$ cat src/rtl/vga_fetch.sv
// VGA 640x480 timing generator with Mac-style framebuffer fetch.
// Produces registered syncs and blanking, and fetches one VRAM byte per
// 8-pixel slot into a parallel register for a downstream shift register.
// Every output flop is computed from the *next* counter position, so all
// registered outputs line up with the hcount/vcount registers in the same cycle.
// H_START must be at least 8 so the fetch window can open one slot early.

module vga_fetch #(
    parameter int unsigned H_START     = 64,
    parameter int unsigned V_START     = 69,
    parameter int unsigned MAC_W_BYTES = 64,
    parameter int unsigned MAC_LINES   = 342
) (
    input  logic        clk,
    input  logic        nReset,
    input  logic [7:0]  vramData,
    output logic [14:0] vramAddr,
    output logic        nVramRd,
    output logic [7:0]  parOut,
    output logic        nLoad,
    output logic        nHSync,
    output logic        nVSync,
    output logic        nBlank
);

    // 640x480@60 raster constants
    localparam logic [9:0] HLast   = 10'd799;
    localparam logic [9:0] VLast   = 10'd524;
    localparam logic [9:0] HVis    = 10'd640;
    localparam logic [9:0] VVis    = 10'd480;
    localparam logic [9:0] HsStart = 10'd656;
    localparam logic [9:0] HsEnd   = 10'd752;
    localparam logic [9:0] VsStart = 10'd490;
    localparam logic [9:0] VsEnd   = 10'd492;

    // Fetch runs one slot ahead of the displayed pixel, so the window opens 8 early
    localparam logic [9:0]  WinStart  = 10'(H_START - 8);
    localparam logic [9:0]  WinEnd    = 10'(H_START + 8 * MAC_W_BYTES - 8);
    localparam logic [9:0]  LineStart = 10'(V_START);
    localparam logic [9:0]  LineEnd   = 10'(V_START + MAC_LINES);
    localparam logic [14:0] AddrLast  = 15'(MAC_LINES * MAC_W_BYTES - 1);

    logic [9:0]  hcount_q, hcount_d;
    logic [9:0]  vcount_q, vcount_d;
    logic [14:0] addr_q, addr_d;
    logic [7:0]  par_q, par_d;
    logic        nrd_q, nrd_d;
    logic        nld_q, nld_d;
    logic        nhs_q, nhs_d;
    logic        nvs_q, nvs_d;
    logic        nblank_q, nblank_d;
    logic        line_act_d;
    logic        win_d;
    logic        latch;
    logic        frame_wrap;

    // Raster counters: hcount 0..799, vcount advances on each hcount wrap
    always_comb begin
        hcount_d = hcount_q + 10'd1;
        vcount_d = vcount_q;
        if (hcount_q == HLast) begin
            hcount_d = '0;
            vcount_d = (vcount_q == VLast) ? 10'd0 : vcount_q + 10'd1;
        end
    end

    // Decode output levels for the position the counters move to next
    always_comb begin
        line_act_d = (vcount_d >= LineStart) && (vcount_d < LineEnd);
        win_d      = line_act_d && (hcount_d >= WinStart) && (hcount_d < WinEnd);
        nrd_d      = !(win_d && ((hcount_d[2:0] == 3'd5) || (hcount_d[2:0] == 3'd6)));
        nld_d      = !(win_d && (hcount_d[2:0] == 3'd7));
        nhs_d      = !((hcount_d >= HsStart) && (hcount_d < HsEnd));
        nvs_d      = !((vcount_d >= VsStart) && (vcount_d < VsEnd));
        nblank_d   = (hcount_d < HVis) && (vcount_d < VVis);
    end

    // Latch at the end of the second read cycle; address holds at the frame's last byte
    always_comb begin
        latch      = !nrd_q && (hcount_q[2:0] == 3'd6);
        frame_wrap = (hcount_q == HLast) && (vcount_q == VLast);
        addr_d     = addr_q;
        par_d      = par_q;
        if (latch) begin
            par_d = vramData;
        end
        if (frame_wrap) begin
            addr_d = '0;
        end else if (latch && (addr_q != AddrLast)) begin
            addr_d = addr_q + 15'd1;
        end
    end

    // State and output registers; reset aborts any fetch in progress
    always_ff @(posedge clk or negedge nReset) begin
        if (!nReset) begin
            hcount_q <= '0;
            vcount_q <= '0;
            addr_q   <= '0;
            par_q    <= '0;
            nrd_q    <= 1'b1;
            nld_q    <= 1'b1;
            nhs_q    <= 1'b1;
            nvs_q    <= 1'b1;
            nblank_q <= 1'b0;
        end else begin
            hcount_q <= hcount_d;
            vcount_q <= vcount_d;
            addr_q   <= addr_d;
            par_q    <= par_d;
            nrd_q    <= nrd_d;
            nld_q    <= nld_d;
            nhs_q    <= nhs_d;
            nvs_q    <= nvs_d;
            nblank_q <= nblank_d;
        end
    end

    assign vramAddr = addr_q;
    assign parOut   = par_q;
    assign nVramRd  = nrd_q;
    assign nLoad    = nld_q;
    assign nHSync   = nhs_q;
    assign nVSync   = nvs_q;
    assign nBlank   = nblank_q;

endmodule

$ cat config.mk
export PLATFORM = sky130hd
export DESIGN_NAME = vga_fetch
export DESIGN_NICKNAME = d
export VERILOG_FILES = /design/src/rtl/vga_fetch.sv
export SDC_FILE = /design/constraint.sdc
export NUM_CORES = 1
export LEC_CHECK = 0
export BUFFER_PORTS_ARGS = -buffer_cell sky130_fd_sc_hd__buf_4
export CAP_MARGIN = 30
export CORE_MARGIN = 2
export CORE_UTILIZATION = 40
export CTS_CLUSTER_SIZE = 25
export DETAILED_ROUTE_END_ITERATION = 10
export PLACE_DENSITY_LB_ADDON = 0.25
export SLEW_MARGIN = 20
export SYNTH_ARGS = -nofsm -noshare
export SYNTH_HDL_FRONTEND = slang
export SYNTH_SLANG_ARGS = --single-unit
$ cat constraint.sdc
create_clock -name clk -period 2.45 [get_ports clk]
set_input_delay 0.3675 -clock clk [delete_from_list [all_inputs] [get_ports clk]]
set_output_delay 0.3675 -clock clk [all_outputs]
set_load 0.02 [all_outputs]
Yosys cells after proc, flatten, opt, wreduce, memory -nomap -nowiden
Index checks and enable logic that the tools add are counted.
- input bits: 10
- output and inout bits: 28
- register bits after elaboration: 48
- equal/unequal tests: 7
- order comparisons: 10
- multiplexer cells: 5
- $add $sub $neg: 3
- reductions and logical operators: 18
- operator list (kind ; count):
    less-than comparator 10 bit (second input constant) ; 3
    less-than comparator 10 x 9 -> 1 bit (second input constant) ; 3
    2-to-1 mux 10 bit ; 3
    2-to-1 mux 15 bit ; 2
    adder 10 x 1 -> 10 bit (second input constant) ; 2
    == test 10 bit (second input constant) ; 2
    adder 15 x 1 -> 15 bit (second input constant) ; 1
    inequality test 15 bit (second input constant) ; 1
    == test 3 bit (second input constant) ; 4
    logical AND 1 bit ; 11
    >= comparator 10 bit (second input constant) ; 1
    >= comparator 10 x 6 -> 1 bit (second input constant) ; 1
    >= comparator 10 x 7 -> 1 bit (second input constant) ; 1
    >= comparator 10 x 9 -> 1 bit (second input constant) ; 1
    logical NOT 1 bit ; 5
    nonzero test 2 bit ; 1
    logical OR 1 bit ; 1

Logic depth before layout (Yosys ltp)
Gate-level depths: netlist of the first run.
- depth after elaboration: 9
- mapped depth: 9

Worst setup path before layout of the first run
No wires, ideal clock.
- path kind: reg-to-reg
- start point: register hcount_q[0]
- end point: register addr_q[13] (netlist: vramAddr[13])
- slack: 0.274 ns
- setup time: 0.132 ns
- data arrival time: 2.044 ns
- buffers on the path: 0
- cell stages (with the launch flop): 9
- period minus slack after synthesis: 2.176 ns
- required time: 2.318 ns
- path through: dfrtp_1 ha_1 and4_2 nand3_2 or3_1 a211oi_2 nand3_1 xor2_1 nor2_1
- word-level cells in the longest chain between the ends: 4
- ends and longest elaborated chain (what ; RTL line ; RTL):
    start: declaration ; 43 ; logic [9:0] hcount_q, hcount_d;
    start signal: assignment ; 107 ; hcount_q <= hcount_d;
    == test 3 bit ; 80 ; latch = !nrd_q && (hcount_q[2:0] == 3'd6);
    logical AND 1 bit ; 80 ;
    logical AND 1 bit ; 89 ; end else if (latch && (addr_q != AddrLast)) begin
    nonzero test 2 bit (no line) ; - ;
    end signal: assignment ; 109 ; addr_q <= addr_d;
    end: declaration ; 45 ; logic [14:0] addr_q, addr_d;
Parallel ways exist; a longest one is shown, timed or not.
A chain may end at the register's enable or synchronous reset.

Final worst setup path of the first run
- start point: register hcount_q[5]
- end point: register nrd_q (netlist: nVramRd)
- word-level cells in the longest chain between the ends: 8
- ends and longest elaborated chain (what ; RTL line ; RTL):
    == test 10 bit (*) ; 61 ; if (hcount_q == HLast) begin
    2-to-1 mux 10 bit (*) ; 61 ;
    named net vcount_d[4] ; 44 ; logic [9:0] vcount_q, vcount_d;
    >= comparator 10 x 7 -> 1 bit / less-than comparator 10 x 9 -> 1 bit (equally long branches) ; 69 ; line_act_d = (vcount_d >= LineStart) && (vcount_d < LineEnd);
    logical AND 1 bit (*) ; 69 ;
    logical AND 1 bit (*) (2 in series) ; 70 ; win_d = line_act_d && (hcount_d >= WinStart) && (hcount_d < WinEnd);
    logical AND 1 bit (*) ; 71 ; nrd_d = !(win_d && ((hcount_d[2:0] == 3'd5) || (hcount_d[2:0] == 3'd6)));
    logical NOT 1 bit (*) ; 71 ;
    named net nrd_d ; 47 ; logic nrd_q, nrd_d;
    end signal: assignment ; 111 ; nrd_q <= nrd_d;
    end: declaration ; 47 ;
Mark *: on every way through the listed nets, which the timed path passes. The rest lies on a longest branch.

==> summary.txt, run 1 <==
Status
  – Run status: complete, but fails checks
  – Failing checks: DRC

Placed design
  – Placer congestion estimate: 0.833
  – Detail Placement HPWL: 4080 µm
  – Port Buffer Count: 37

CTS
  – Root Buffer: clkbuf_8
  – Later-pin clock latency in the skew report: 300 ps
  – CTS tree: done
  – CTS Buf Count: 5
  – Cts hold-fix bufs: 0
  – Worst-path clk slew: 90 ps
  – H-tree Lvls: 2
  – CTS max path bufs: 2
  – CTS Sinks: 48

Worst setup path
  – Worst EP required: 2660 ps
  – Worst path slowest cell: dfrtp_1
  – Crit-path max FO: 6
  – Worst path bufs/invs: 0
  – Largest stage delay, worst path: 460 ps
  – Worst setup SP type: flop
  – Worst setup EP type: flop
  – Critical path class: reg -> reg
  – Critical path's top delay family: simple AND/OR/NAND/NOR gates
  – Worst EP arrival: 2480 ps
  – CP Cell Sequence: or3_4 > nor3_4 > nand4_1 > o21ai_1 > nand3_1 > a31o_1 > o2111ai_1

Routing
  – DR vias: 2078
  – Number of vias per cell: 5.41
  – DRT iter0 DRCs: 122
  – DR DRC count: 7
  – DR pass1 iterations: 10
  – Wirelength per Cell: 14.5 µm
  – Final wirelength: 5550 µm
  – Post-DRT Antenna Nets: 0

Power
  – Power Dens Cells: 420 nW/µm²
  – Peak VDD IR: 258 µV
  – Leakage dissipation: 0.00145 µW

STA
  – Period Utilization, post-route: 92.3%
  – Worst-Margin Slew: 610 ps
  – Max_slew headroom: 59.3%
  – RSZ-0062 raised after global routing: false
  – Hold Fails Final Rpt: 0
  – Final count of pins violating max slew: 0
  – Period minus WS final: 2260 ps
  – Final setup fails: 0
  – Achievable Freq: 0.442 GHz
  – Worst Clk Skew: 4.35 ps
  – Final TNS setup: 0 ps

Floorplanning
  – Row count: 29
  – Initial Util: 41.6%
  – Die Wd: 85.7 µm
  – Die area: 7350 µm²
  – Die height: 85.7 µm
  – # IOs: 38
  – Floorplan core area: 6420 µm²

GRT
  – Vias in the first global route: 2012
  – Maximum number of pins on one net before global-route repair: 49
  – Global-route wire length before repair: 9620 µm
  – Overall Global Routing Usage: 16.2%
  – Initial antenna violation count: 0
  – Congestion Overflow GR: 0

Yosys
  – Synthesized instance count: 256
  – FF+latch count, synth: 48
  – Sequential-to-total area share from yosys stat: 45.2%
  – Synth cell types: 60
  – Fraction of registers with async set/reset: 100%
  – Mapped cell area: 2670 µm²
  – Synth warn: 0
  – Avg Cell Area, Syn: 10.4 µm²
  – Main synth FF type: dfrtp_1
  – Number of flops mapped to enable cells by yosys: 0
  – Post-Syn Nets: 273

Final layout
  – Final #Nets: 323
  – Share of cells above drive strength 1: 29.0%
  – Area Overhead vs Synth: 19.6%
  – Fin util: 49.8%
  – Diodes inserted: 0

Run
  – # Max-Cap Violations: 0

Min path
  – Hold/Removal Path Class: in -> async
==> placed cells by master, fill, tap and decap left out, types with 2 or more instances in the layout <==
master / Yosys / final
nor2_1: 29 / 29
xnor2_1: 14 / 14
nor3_1: 3 / 3
dfrtp_1: 44 / 43
nor3_4: 2 / 2
a211oi_1: 5 / 5
dfstp_2: 4 / 4
nand2_1: 19 / 19
inv_1: 12 / 12
xor2_1: 16 / 16
mux2_2: 8 / 8
and2_1: 4 / 4
nand3_1: 17 / 17
nand4b_1: 2 / 2
and3_1: 3 / 3
clkbuf_8: 1 / 6
o21ai_0: 6 / 6
a21oi_1: 4 / 4
nor4_1: 2 / 2
nand3_2: 2 / 2
nand4_1: 10 / 10
buf_4: 1 / 50
ha_1: 7 / 7
or3_1: 2 / 2
and3_2: 2 / 2
==> layout make-up <==
class / instances / area, µm²
multi-input cells: 189 / 1380
flip-flops and latches: 48 / 1210
clock buffers: 7 / 86.3
clock inverters: 1 / 7.51
repair buffers: 50 / 375
fillers: 610 / 3230
inverters: 12 / 45.0
well taps: 77 / 96.3
==> path summary, 6_finish.rpt <==
kind | depth (start not counted) | from | slack [ps] | endpoint
setup / recovery | 7 | hcount_q[5] | 190 | nVramRd
hold / removal | 1 | nReset | 70 | vramAddr[4]
setup reg to reg | 7 | hcount_q[5] | 190 | nVramRd
hold reg to reg | 1 | parOut[1] | 520 | parOut[1]
max in group asynchronous | 1 | nReset | 1930 | hcount_q[1]
min in group clk | 2 | vramData[5] | 300 | parOut[5]
==> sequential cells by signal, indices dropped and copies added, names as in the netlist <==
register and count:
nBlank 1, parOut 8, hcount_q 10, nLoad 1, nVramRd 1, vcount_q 10, vramAddr 15, nVSync 1
nHSync 1
==> synth_stat cells (2+ instances only) <==
cell type   n  area (µm²)
dfrtp_1    44        1100
nand3_2     2        20.0
xnor2_1    14         123
nor4_1      2        12.5
dfstp_2     4         105
inv_1      12        45.0
nand4b_1    2        17.5
a211oi_1    5        37.5
buf_2       3        15.0
nor3_4      2        32.5
ha_1        7        87.6
nand2_1    19        71.3
and3_1      3        18.8
nor3_1      3        15.0
or3_1       2        12.5
a21oi_1     4        20.0
o21ai_0     6        30.0
mux2_2      8        90.1
nand3_1    17        85.1
nand4_1    10        62.6
and2_1      4        25.0
and3_2      2        15.0
nor2_1     29         109
xor2_1     16         140
==> routing by layer <==
layer | share of wire [%] | vias up | routed length [µm] | track usage [%]
li1 | - | 1010 | - | -
met1 | 44 | 1007 | 2440 | 21.2
met2 | 50 | 52 | 2760 | 27.6
met3 | 5.1 | 9 | 285 | 3.27
met4 | 1.3 | 0 | 73 | 4.04
met5 | 0 | - | 0 | 0
==> logic make-up after synthesis <==
logic type / after synthesis / share of synthesized area, %
simple gates: 112 / 25.2
mux: 10 / 4.59
flops: 48 / 45.2
fa+ha+maj: 7 / 3.28
buf+inv: 19 / 3.61
xor+xnor: 30 / 9.84
compound gates: 30 / 8.29
==> metrics by stage <==
stage               instances  setup slack, ps  hold WS (ps)  power (µW)  area, µm²
floorplan                 256              274          71.9         832       2670
global placement          374              226           423         869       3080
detailed placement        374              193           431         871       3080
CTS                       382              173          95.5        1370       3170
global route              384             46.5           117        1400       3200
finish                    384              189          69.7        1340       3200
==> report_power, final <==
part	internal, µW	leakage [µW]	switching [µW]	total [µW]
logic	22.0	0.000786	29.3	51.2
registers	798	0.000617	3.34	802
clock network	230	0.0000445	261	490
total	1050	0.00145	293	1340
==> timing repair <==
item	CTS	global route
resized for setup	0	2
endpoints found under the setup margin	0	2
buffers inserted	0	2
Note: power is estimated with default switching activity, not from simulation.
==> inputs of run 2 (changes only) <==
--- a/config.mk
+++ b/config.mk
@@ -5,9 +5,9 @@
 export SDC_FILE = /design/constraint.sdc
 export NUM_CORES = 1
 export LEC_CHECK = 0
+export ABC_CLOCK_PERIOD_IN_PS = 2450
 export BUFFER_PORTS_ARGS = -buffer_cell sky130_fd_sc_hd__buf_4
 export CAP_MARGIN = 30
-export CORE_MARGIN = 2
 export CORE_UTILIZATION = 40
 export CTS_CLUSTER_SIZE = 25
 export DETAILED_ROUTE_END_ITERATION = 10
==> run 2 against run 1 <==
Against the previous run:
- the flow now finishes without violations
- critical endpoint is now vramAddr[11]
- sequential power about the same
- clock power is 2% higher
- combinational power decreased by 1%
- total power up 0.78%
- largest power group unchanged
- largest cell class unchanged
==> summary.txt, run 2 (synthesis gave the netlist of run 1 again) <==
Status
  – Run status: finished clean

Floorplanning
  – Row count: 29 (unchanged)
  – Die area: 7010 µm² (-4.6%)
  – Floorplan core area: 6390 µm² (-0.57%)
  – Die height: 83.7 µm (-2.3%)
  – Die Wd: 83.7 µm (-2.3%)
  – # IOs: 38 (unchanged)
  – Initial Util: 41.8% (+0.24 points)

CTS
  – H-tree Lvls: 2 (unchanged)
  – Later-pin clock latency in the skew report: 300 ps (about the same)
  – Cts repair resizes: 0 (unchanged)
  – CTS max path bufs: 2 (unchanged)
  – CTS tree: done
  – Post-CTS Setup Inserts: 0 (unchanged)
  – CTS Sinks: 48 (unchanged)
  – Cts hold-fix bufs: 0 (unchanged)
  – CTS Buf Count: 5 (unchanged)
  – Root Buffer: clkbuf_8
  – Worst-path clk slew: 100 ps (about the same)

GRT
  – Global-route wire length before repair: 9290 µm (-3.4%)
  – Vias in the first global route: 1996 (-0.80%)
  – Congestion Overflow GR: 0 (unchanged)
  – Maximum number of pins on one net before global-route repair: 49 (unchanged)
  – Initial antenna violation count: 0 (unchanged)
  – Overall Global Routing Usage: 16.5% (+0.27 points)

Final layout
  – Share of cells above drive strength 1: 29.0% (unchanged)
  – Layout filler cell count: 614 (+0.66%)
  – Number of flip-flops in the largest register: 15 (unchanged)
  – Final #Nets: 323 (unchanged)
  – Area Overhead vs Synth: 19.3%
  – Diodes inserted: 0 (unchanged)
  – Post-route cell area: 3190 µm² (-0.23%)
  – Commonest non-fill, non-tap cell in the layout: buf_4
  – Most frequent cells in the layout: buf_4, dfrtp_1, nor2_1

Routing
  – DRT iter0 DRCs: 156 (+28%)
  – Post-DRT Antenna Nets: 0 (unchanged)
  – Number of vias per cell: 5.33 (-1.5%)
  – DR DRC count: 0 (-7)
  – DR vias: 2046 (-1.5%)
  – Wirelength per Cell: 14.5 µm (about the same)
  – DR pass1 iterations: 4 (-6)
  – Final wirelength: 5550 µm (about the same)

STA
  – Period minus WS final: 2220 ps (-45.7 ps)
  – Period Utilization, post-route: 90.4% (-1.9 points)
  – Hold Fails Final Rpt: 0 (unchanged)
  – RSZ-0062 raised after global routing: false
  – Worst Clk Skew: 10.2 ps (+5.88 ps)
  – Max_slew headroom: 60.2% (+0.85 points)
  – Worst-Margin Slew: 597 ps (-12.7 ps)
  – Final count of pins violating max slew: 0 (unchanged)
  – Final TNS setup: 0 ps (unchanged)
  – Achievable Freq: 0.451 GHz (+2.1%)
  – Final setup fails: 0 (unchanged)

Worst setup path
  – Largest stage delay, worst path: 510 ps (+50 ps)
  – CP Cell Sequence: nor4b_4 > nand3_2 > or3_1 > a211oi_2 > nand3_1 > xor2_1 > nor2_1
  – Worst setup SP type: flop
  – Worst EP arrival: 2410 ps (-70 ps)
  – Worst path bufs/invs: 0 (unchanged)
  – Worst EP required: 2640 ps (-20 ps)
  – Crit-path max FO: 7 (+1)
  – Worst setup EP type: flop
  – Critical path class: reg -> reg
  – Worst path slowest cell: dfrtp_1
  – Critical path's top delay family: simple AND/OR/NAND/NOR gates

Placed design
  – Placer congestion estimate: 0.879 (+5.5%)
  – Detail Placement HPWL: 4140 µm (+1.6%)
  – Placed Instance Area: 3080 µm² (+0.24%)
  – Port Buffer Count: 37 (unchanged)

Min path
  – Hold/Removal Path Class: in -> async

Power
  – Leakage dissipation: 0.00144 µW (-0.39%)
  – Peak VDD IR: 255 µV (-1.2%)
  – Power Dens Cells: 425 nW/µm² (+1.0%)

Run
  – # Max-Cap Violations: 0 (unchanged)
[run 2: changes by cell type in the layout (fill, tap and decap cells not counted), sizes merged]
cell / before / now
clkinvlp: 1 / 0
clkinv: 0 / 1
inv: 12 / 13
clkbuf: 7 / 6
[run 2: area by class of cell]
class / count / area [µm²] / share of cell area, %
Timing Repair Buffer: 50 / 375 / 11.8
Clock buffer: 6 / 82.6 / 2.59
Multi-Input combinational cell: 189 / 1370 / 42.9
Tap cell: 77 / 96.3 / 3.02
Clock inverter: 2 / 13.8 / 0.432
Sequential cell: 48 / 1210 / 37.8
Inverter: 12 / 45.0 / 1.41
[run 2: final timing paths]
path	start	end	slack, ps	cells after the start
min reg2reg	parOut[2]	parOut[2]	520	1
min	nReset	vramAddr[0]	70	1
max reg2reg	vcount_q[8]	vramAddr[11]	230	7
max	vcount_q[8]	vramAddr[11]	230	7
min in group clk	vramData[6]	parOut[6]	300	2
max in group asynchronous	nReset	hcount_q[6]	1970	1
[run 2: power by group]
part           switching, µW  internal [µW]  total, µW
Sequential              3.31            799        802
Clock                    270            231        501
Combinational           28.7           21.9       50.6
[run 2: worst register-to-register path, delay by kind of cell, from the launching register on]
| kind | cells | cell delay, ps |
|---|---|---|
| AO/OA/AOI/OAI | 1 | 280 |
| AND/OR/NAND/NOR | 5 | 1150 |
| flip-flops | 1 | 510 |
| XOR/XNOR | 1 | 160 |
[run 2: stage by stage]
step	setup slack [ps]	hold slack (ps)	total power, µW	utilization, %	instances
2_1_floorplan	274	71.9	832	-	256
3_3_place_gp	206	419	869	48.3	375
3_5_place_dp	202	420	870	48.3	375
4_1_cts	187	87.6	1380	49.8	383
5_1_grt	24.9	102	1410	49.9	384
6_report	235	67.7	1350	49.9	384
[run 2: routing by layer]
layer / GRT usage, % / up-vias / part of all wire (%)
li1: - / 1007 / -
met1: 22.2 / 991 / 48
met2: 27.2 / 44 / 48
met3: 3.36 / 4 / 3.9
met4: 4.16 / 0 / 0.68
met5: 0 / - / 0
